$ cat config.mk
export PLATFORM = sky130hd
export DESIGN_NAME = axi_wr_slave
export DESIGN_NICKNAME = d
export VERILOG_FILES = /design/src/rtl/axi_wr_slave.sv
export SDC_FILE = /design/constraint.sdc
export NUM_CORES = 1
export LEC_CHECK = 0
export BUFFER_PORTS_ARGS = -buffer_cell sky130_fd_sc_hd__buf_2
export CAP_MARGIN = 20
export CORE_ASPECT_RATIO = 0.8
export CORE_MARGIN = 2
export CORE_UTILIZATION = 44
export DETAILED_ROUTE_END_ITERATION = 16
export PLACE_DENSITY = 0.74
export SYNTH_ARGS = -nofsm -noshare
export SYNTH_HDL_FRONTEND = slang
export SYNTH_SLANG_ARGS = --single-unit
$ cat constraint.sdc
create_clock -name s_axi_aclk -period 2.8 [get_ports s_axi_aclk]
set_clock_uncertainty 0.05 [all_clocks]
set_input_delay 0.14 -clock s_axi_aclk [delete_from_list [all_inputs] [get_ports s_axi_aclk]]
set_output_delay 0.14 -clock s_axi_aclk [all_outputs]
set_load 0.02 [all_outputs]
$ cat src/rtl/axi_wr_slave.sv
// -----------------------------------------------------------------------------
// axi_wr_slave
//
// AXI4 write-channel slave. Accepts one AW burst at a time, consumes its W
// beats and re-issues each beat as an address/data/strobe transfer on a simple
// valid/ready stream toward the downstream register/memory stage. One B
// response per burst echoes the AWID. Read channels live in a separate block.
//
// Ports
//   s_axi_aclk, s_axi_areset     clock, synchronous active-high reset
//   s_axi_aw*                    write address channel (awuser is ignored)
//   s_axi_w*                     write data channel
//   s_axi_b*                     write response channel (OKAY / SLVERR)
//   wr_addr/wr_data/wr_strb      downstream beat payload
//   wr_valid/wr_ready            downstream beat handshake
// -----------------------------------------------------------------------------
module axi_wr_slave #(
  parameter int AXI_ADDR_WIDTH   = 32,
  parameter int AXI_DATA_WIDTH   = 128,
  parameter int AXI_STROBE_WIDTH = AXI_DATA_WIDTH >> 3,
  parameter int AXI_STROBE_LEN   = $clog2(AXI_STROBE_WIDTH)
) (
  input  logic                        s_axi_aclk,
  input  logic                        s_axi_areset,

  input  logic [AXI_ADDR_WIDTH-1:0]   s_axi_awaddr,
  input  logic [15:0]                 s_axi_awid,
  input  logic [1:0]                  s_axi_awburst,
  input  logic [2:0]                  s_axi_awsize,
  input  logic [7:0]                  s_axi_awlen,
  input  logic [15:0]                 s_axi_awuser,
  input  logic                        s_axi_awvalid,
  output logic                        s_axi_awready,

  input  logic [AXI_DATA_WIDTH-1:0]   s_axi_wdata,
  input  logic [AXI_STROBE_WIDTH-1:0] s_axi_wstrb,
  input  logic                        s_axi_wlast,
  input  logic                        s_axi_wvalid,
  output logic                        s_axi_wready,

  output logic [15:0]                 s_axi_bid,
  output logic [1:0]                  s_axi_bresp,
  output logic                        s_axi_bvalid,
  input  logic                        s_axi_bready,

  output logic [AXI_ADDR_WIDTH-1:0]   wr_addr,
  output logic [AXI_DATA_WIDTH-1:0]   wr_data,
  output logic [AXI_STROBE_WIDTH-1:0] wr_strb,
  output logic                        wr_valid,
  input  logic                        wr_ready
);

  localparam logic [1:0] BURST_INCR  = 2'b01;
  localparam logic [2:0] MAX_SIZE    = 3'(AXI_STROBE_LEN);
  localparam logic [1:0] RESP_OKAY   = 2'b00;
  localparam logic [1:0] RESP_SLVERR = 2'b10;

  typedef enum logic [1:0] {
    IDLE = 2'd0,
    DATA = 2'd1,
    RESP = 2'd2
  } state_t;

  state_t                    state;
  logic [AXI_ADDR_WIDTH-1:0] beat_addr;
  logic [15:0]               id_q;
  logic [1:0]                burst_q;
  logic [2:0]                size_q;
  logic [7:0]                len_q;
  logic [7:0]                beat_cnt;
  // drop_err: burst type/size cannot be decoded, so beats are swallowed.
  // resp_err: a wlast mismatch was seen; beats are still forwarded, only the
  // response turns into SLVERR.
  logic                      drop_err;
  logic                      resp_err;

  logic                      w_hs;
  logic                      last_beat;
  logic                      wlast_bad;
  logic [AXI_ADDR_WIDTH-1:0] addr_step;
  logic [AXI_ADDR_WIDTH-1:0] next_addr;

  // awuser carries nothing this block needs.
  logic unused_awuser;
  assign unused_awuser = ^s_axi_awuser;

  // NOTE: continuous assigns cannot hold state, so this ready path is purely
  // combinational and infers no latch. The single-entry output register can
  // take a new beat when it is empty or being drained this cycle; a dropping
  // burst never touches it and so is always ready.
  assign s_axi_wready = (state == DATA) && (drop_err || !wr_valid || wr_ready);

  assign w_hs      = s_axi_wvalid && s_axi_wready;
  assign last_beat = (beat_cnt == len_q);
  assign wlast_bad = s_axi_wlast ^ last_beat;
  assign addr_step = {{(AXI_ADDR_WIDTH-1){1'b0}}, 1'b1} << size_q;
  // FIXED repeats the start address; INCR wraps naturally at 2^AXI_ADDR_WIDTH.
  assign next_addr = (burst_q == BURST_INCR) ? beat_addr + addr_step : beat_addr;

  // NOTE: every register here is assigned with <= so all state updates take
  // effect together at the clock edge, independent of statement order.
  always_ff @(posedge s_axi_aclk) begin
    if (s_axi_areset) begin
      state         <= IDLE;
      s_axi_awready <= 1'b1;
      s_axi_bvalid  <= 1'b0;
      s_axi_bid     <= '0;
      s_axi_bresp   <= RESP_OKAY;
      wr_valid      <= 1'b0;
      wr_addr       <= '0;
      wr_data       <= '0;
      wr_strb       <= '0;
      beat_addr     <= '0;
      id_q          <= '0;
      burst_q       <= '0;
      size_q        <= '0;
      len_q         <= '0;
      beat_cnt      <= '0;
      drop_err      <= 1'b0;
      resp_err      <= 1'b0;
    end else begin
      // Downstream output register: load on an accepted beat, otherwise
      // clear once the consumer has taken the current one.
      if (w_hs && !drop_err) begin
        wr_valid <= 1'b1;
        wr_addr  <= beat_addr;
        wr_data  <= s_axi_wdata;
        wr_strb  <= s_axi_wstrb;
      end else if (wr_ready) begin
        wr_valid <= 1'b0;
      end

      case (state)
        IDLE: begin
          if (s_axi_awvalid && s_axi_awready) begin
            beat_addr     <= s_axi_awaddr;
            id_q          <= s_axi_awid;
            burst_q       <= s_axi_awburst;
            size_q        <= s_axi_awsize;
            len_q         <= s_axi_awlen;
            beat_cnt      <= '0;
            drop_err      <= s_axi_awburst[1] || (s_axi_awsize > MAX_SIZE);
            resp_err      <= 1'b0;
            s_axi_awready <= 1'b0;
            state         <= DATA;
          end
        end

        DATA: begin
          if (w_hs) begin
            beat_cnt  <= beat_cnt + 8'd1;
            beat_addr <= next_addr;
            if (wlast_bad) begin
              resp_err <= 1'b1;
            end
            // Burst length is fixed by awlen; wlast only affects the response.
            if (last_beat) begin
              state        <= RESP;
              s_axi_bvalid <= 1'b1;
              s_axi_bid    <= id_q;
              s_axi_bresp  <= (drop_err || resp_err || wlast_bad) ? RESP_SLVERR
                                                                  : RESP_OKAY;
            end
          end
        end

        RESP: begin
          if (s_axi_bvalid && s_axi_bready) begin
            s_axi_bvalid  <= 1'b0;
            s_axi_awready <= 1'b1;
            state         <= IDLE;
          end
        end

        default: begin
          state         <= IDLE;
          s_axi_awready <= 1'b1;
          s_axi_bvalid  <= 1'b0;
        end
      endcase
    end
  end

endmodule
==> metrics.cfg <==
[layout]
multiInputGateArea_um2=4920
syn_to_final_growth_pct=48.6
mostFrequentLayoutCells=462 x nand2_1, 407 x buf_2, 266 x dfxtp_1, 240 x a21oi_1, 211 x dlygate4sd3_1
drive_gt1_share_pct=25.5
final_common_cell=nand2_1
nets=2165
register_area_um2=5390
fillers=1858

[synth]
ys.flop_type=dfxtp_1
synthCells=1357
syn-cell-area_um2=10800
postSynthAreaPerCell_um2=7.96
synth_fp_nets=1595
ys_warn_count=0
ys_ff_latch=269
ys_async_sr_fraction_pct=0
yosysSeqAreaShare_pct=49.9
synthTopCellsByArea=dfxtp_1 50%, nand2_1 16%, a21oi_1 11%
synth_edf_count=0
synth_top_area_share_pct=49.9
synth.distinct_cells=62
synth.largest_area_cell=dfxtp_1

[timing]
slew_viol_final=0
final-setup-viol-count=0
slew_headroom_pct=54.2
finalCritPeriodShare_pct=95.6
worst_pin_slew_ns=0.687
period_minus_slack_ns=2.68
max_freq_mhz=373
setup-tns-final_ns=0
finalHoldViolCount=0
rsz0062_at_grt=no

[route]
firstDrtPassIters=5
dr_total_vias=12000
wl_mm=38.3
drc=0
routedWlPerCell_um=16.9
drtAntennaViolNets=0
vias_per_cell=5.29
drtIter0Drc=762

[floorplanning]
start_util_pct=44.5
num_rows=51
die-area_um2=25800
die_x_um=179
core-area_um2=24200
die_h_um=144
num_io_pins=426

[cts]
cts_sinks=269
htreeDepth=1
root_buffer=clkbuf_16
clk_pin_slew_ns=0.06
cts_tree=built
clk_latency_ns=0.54
cts_buffers=28
clockBufferDepth=3

[power]
ir_drop_mv=0.521
p_leak_nw=7.04
total_power_mw=9.55
p_per_area_nw_per_um2=595

[critical_path]
cp.required_ns=3.13
cp_max_fo=9
crit_path_end_kind=register
crit_path_max_incr_delay_ns=0.41
cp.buffers_inverters=1
worstSetupPathType=reg2reg
critPathLaunchType=register
cpLargestDelayFamily=compound AO/OA/AOI/OAI gates
cp_cell_sequence=nor3_1 -> ha_1 -> fa_1 -> a21o_1 -> a221o_1 -> o2bb2ai_4 -> buf_4 -> nand2_1 -> mux2i_1 -> o22ai_1
worst_ep_arrival_time_ns=3.01
slowest_stage=dfxtp_2

[grt]
grt_max_degree=146
grt_overflow_total=0
grt_pass1_wl_mm=57.6
antenna_found_initial=0
grt_pass1_vias=11500
grt_usage_pct=27.6

[placement]
gp_congestion=0.866
numPortBuffers=408
hpwl_mm=22.7

[flow_run]
cap_violations=0

[status]
status=finished, final reports clean

[worst_hold_path]
worst_hold_path_type=in2reg

## registers in the layout, indices dropped and copies added (netlist names), 8 cells and up
register   flops
beat_addr     32
wr_addr       32
s_axi_bid     16
id_q          16
wr_data      128
len_q          8
beat_cnt       8
wr_strb       16
## tightest hold or removal path, cell delays in order
cell and delay (ns):
buf_2 0.08, and3_1 0.14, a21oi_1 0.04, o22ai_1 0.14
## metal layers
layer	share of wire [%]	up-vias	global-route usage (%)
met5	0	-	0
met4	4.8	0	13.5
met3	8.5	131	6.94
met2	47	623	45.2
met1	39	5551	34.0
li1	-	5688	-
## report_power, final
group	switching, mW	internal, mW	total [mW]
Sequential	0.189	4.04	4.23
Clock	1.52	2.17	3.69
Combinational	0.927	0.692	1.62
## synth_stat cells (all sizes together), types with 2 or more instances
library cell,instances
nand2,463
dfxtp,269
a21oi,240
buf,55
nor2,51
clkbuf,48
mux2i,21
nand3,20
o21ai,15
a31oi,14
and3,14
xnor2,13
nor3,12
nand4,11
a21o,9
ha,9
a311oi,7
xor2,7
and2,6
and4,6
o211ai,5
o22ai,5
inv,4
nand2b,4
nor3b,4
a211oi,3
a22oi,3
a31o,3
nor2b,3
nor4,3
o31ai,3
a2111oi,2
a21boi,2
and3b,2
nand3b,2
o31a,2
or2,2
or3,2
or4,2
## layout make-up
class | instances | area share, %
flip-flops and latches | 269 | 33.6
repair buffers | 643 | 27.6
clock buffers | 40 | 5.03
well taps | 318 | 2.48
inverters | 4 | 0.0936
multi-input cells | 981 | 30.6
clock inverters | 9 | 0.593
diodes | 1 | 0.0156
## metrics by stage
step                      utilization [%]  hold WS (ns)  cells  area (µm²)  setup slack [ns]
after floorplan                         -         0.226   1357       10800             0.198
after global routing                 66.2        0.0326   2264       16000           0.00253
after global placement               53.6         0.330   2004       13000             0.172
final                                66.2        0.0224   2265       16000             0.122
after CTS                            66.0      0.000349   2264       16000            0.0812
after detailed placement             53.6         0.336   2004       13000             0.113
## path summary, 6_finish.rpt
path	slack, ns	cells past startpoint	from	endpoint
hold / removal	0.02	4	s_axi_awaddr[24]	beat_addr[24]
setup reg to reg	0.12	10	size_q[2]	beat_addr[16]
hold reg to reg	0.40	2	wr_addr[31]	wr_addr[31]
setup / recovery	0.12	10	size_q[2]	beat_addr[16]
## kinds of logic after synthesis
| group | count (synthesis) | share of synthesized area [%] |
|---|---|---|
| buffers and inverters | 107 | 4.88 |
| other | 1 | 0.0347 |
| flip-flops | 269 | 49.9 |
| AND/OR/NAND/NOR | 610 | 23.9 |
| XOR/XNOR | 20 | 1.62 |
| AO/OA/AOI/OAI | 319 | 16.5 |
| adder cells (fa/ha/maj) | 10 | 1.23 |
| multiplexers | 21 | 1.95 |
## repair_timing
action	in CTS	in global routing
hold buffers	211	0
endpoints found under the setup margin	0	14
setup buffers	0	0
gates resized for setup	0	7
endpoints found under the hold margin	221	0
Power figures use the tool's default switching activity.
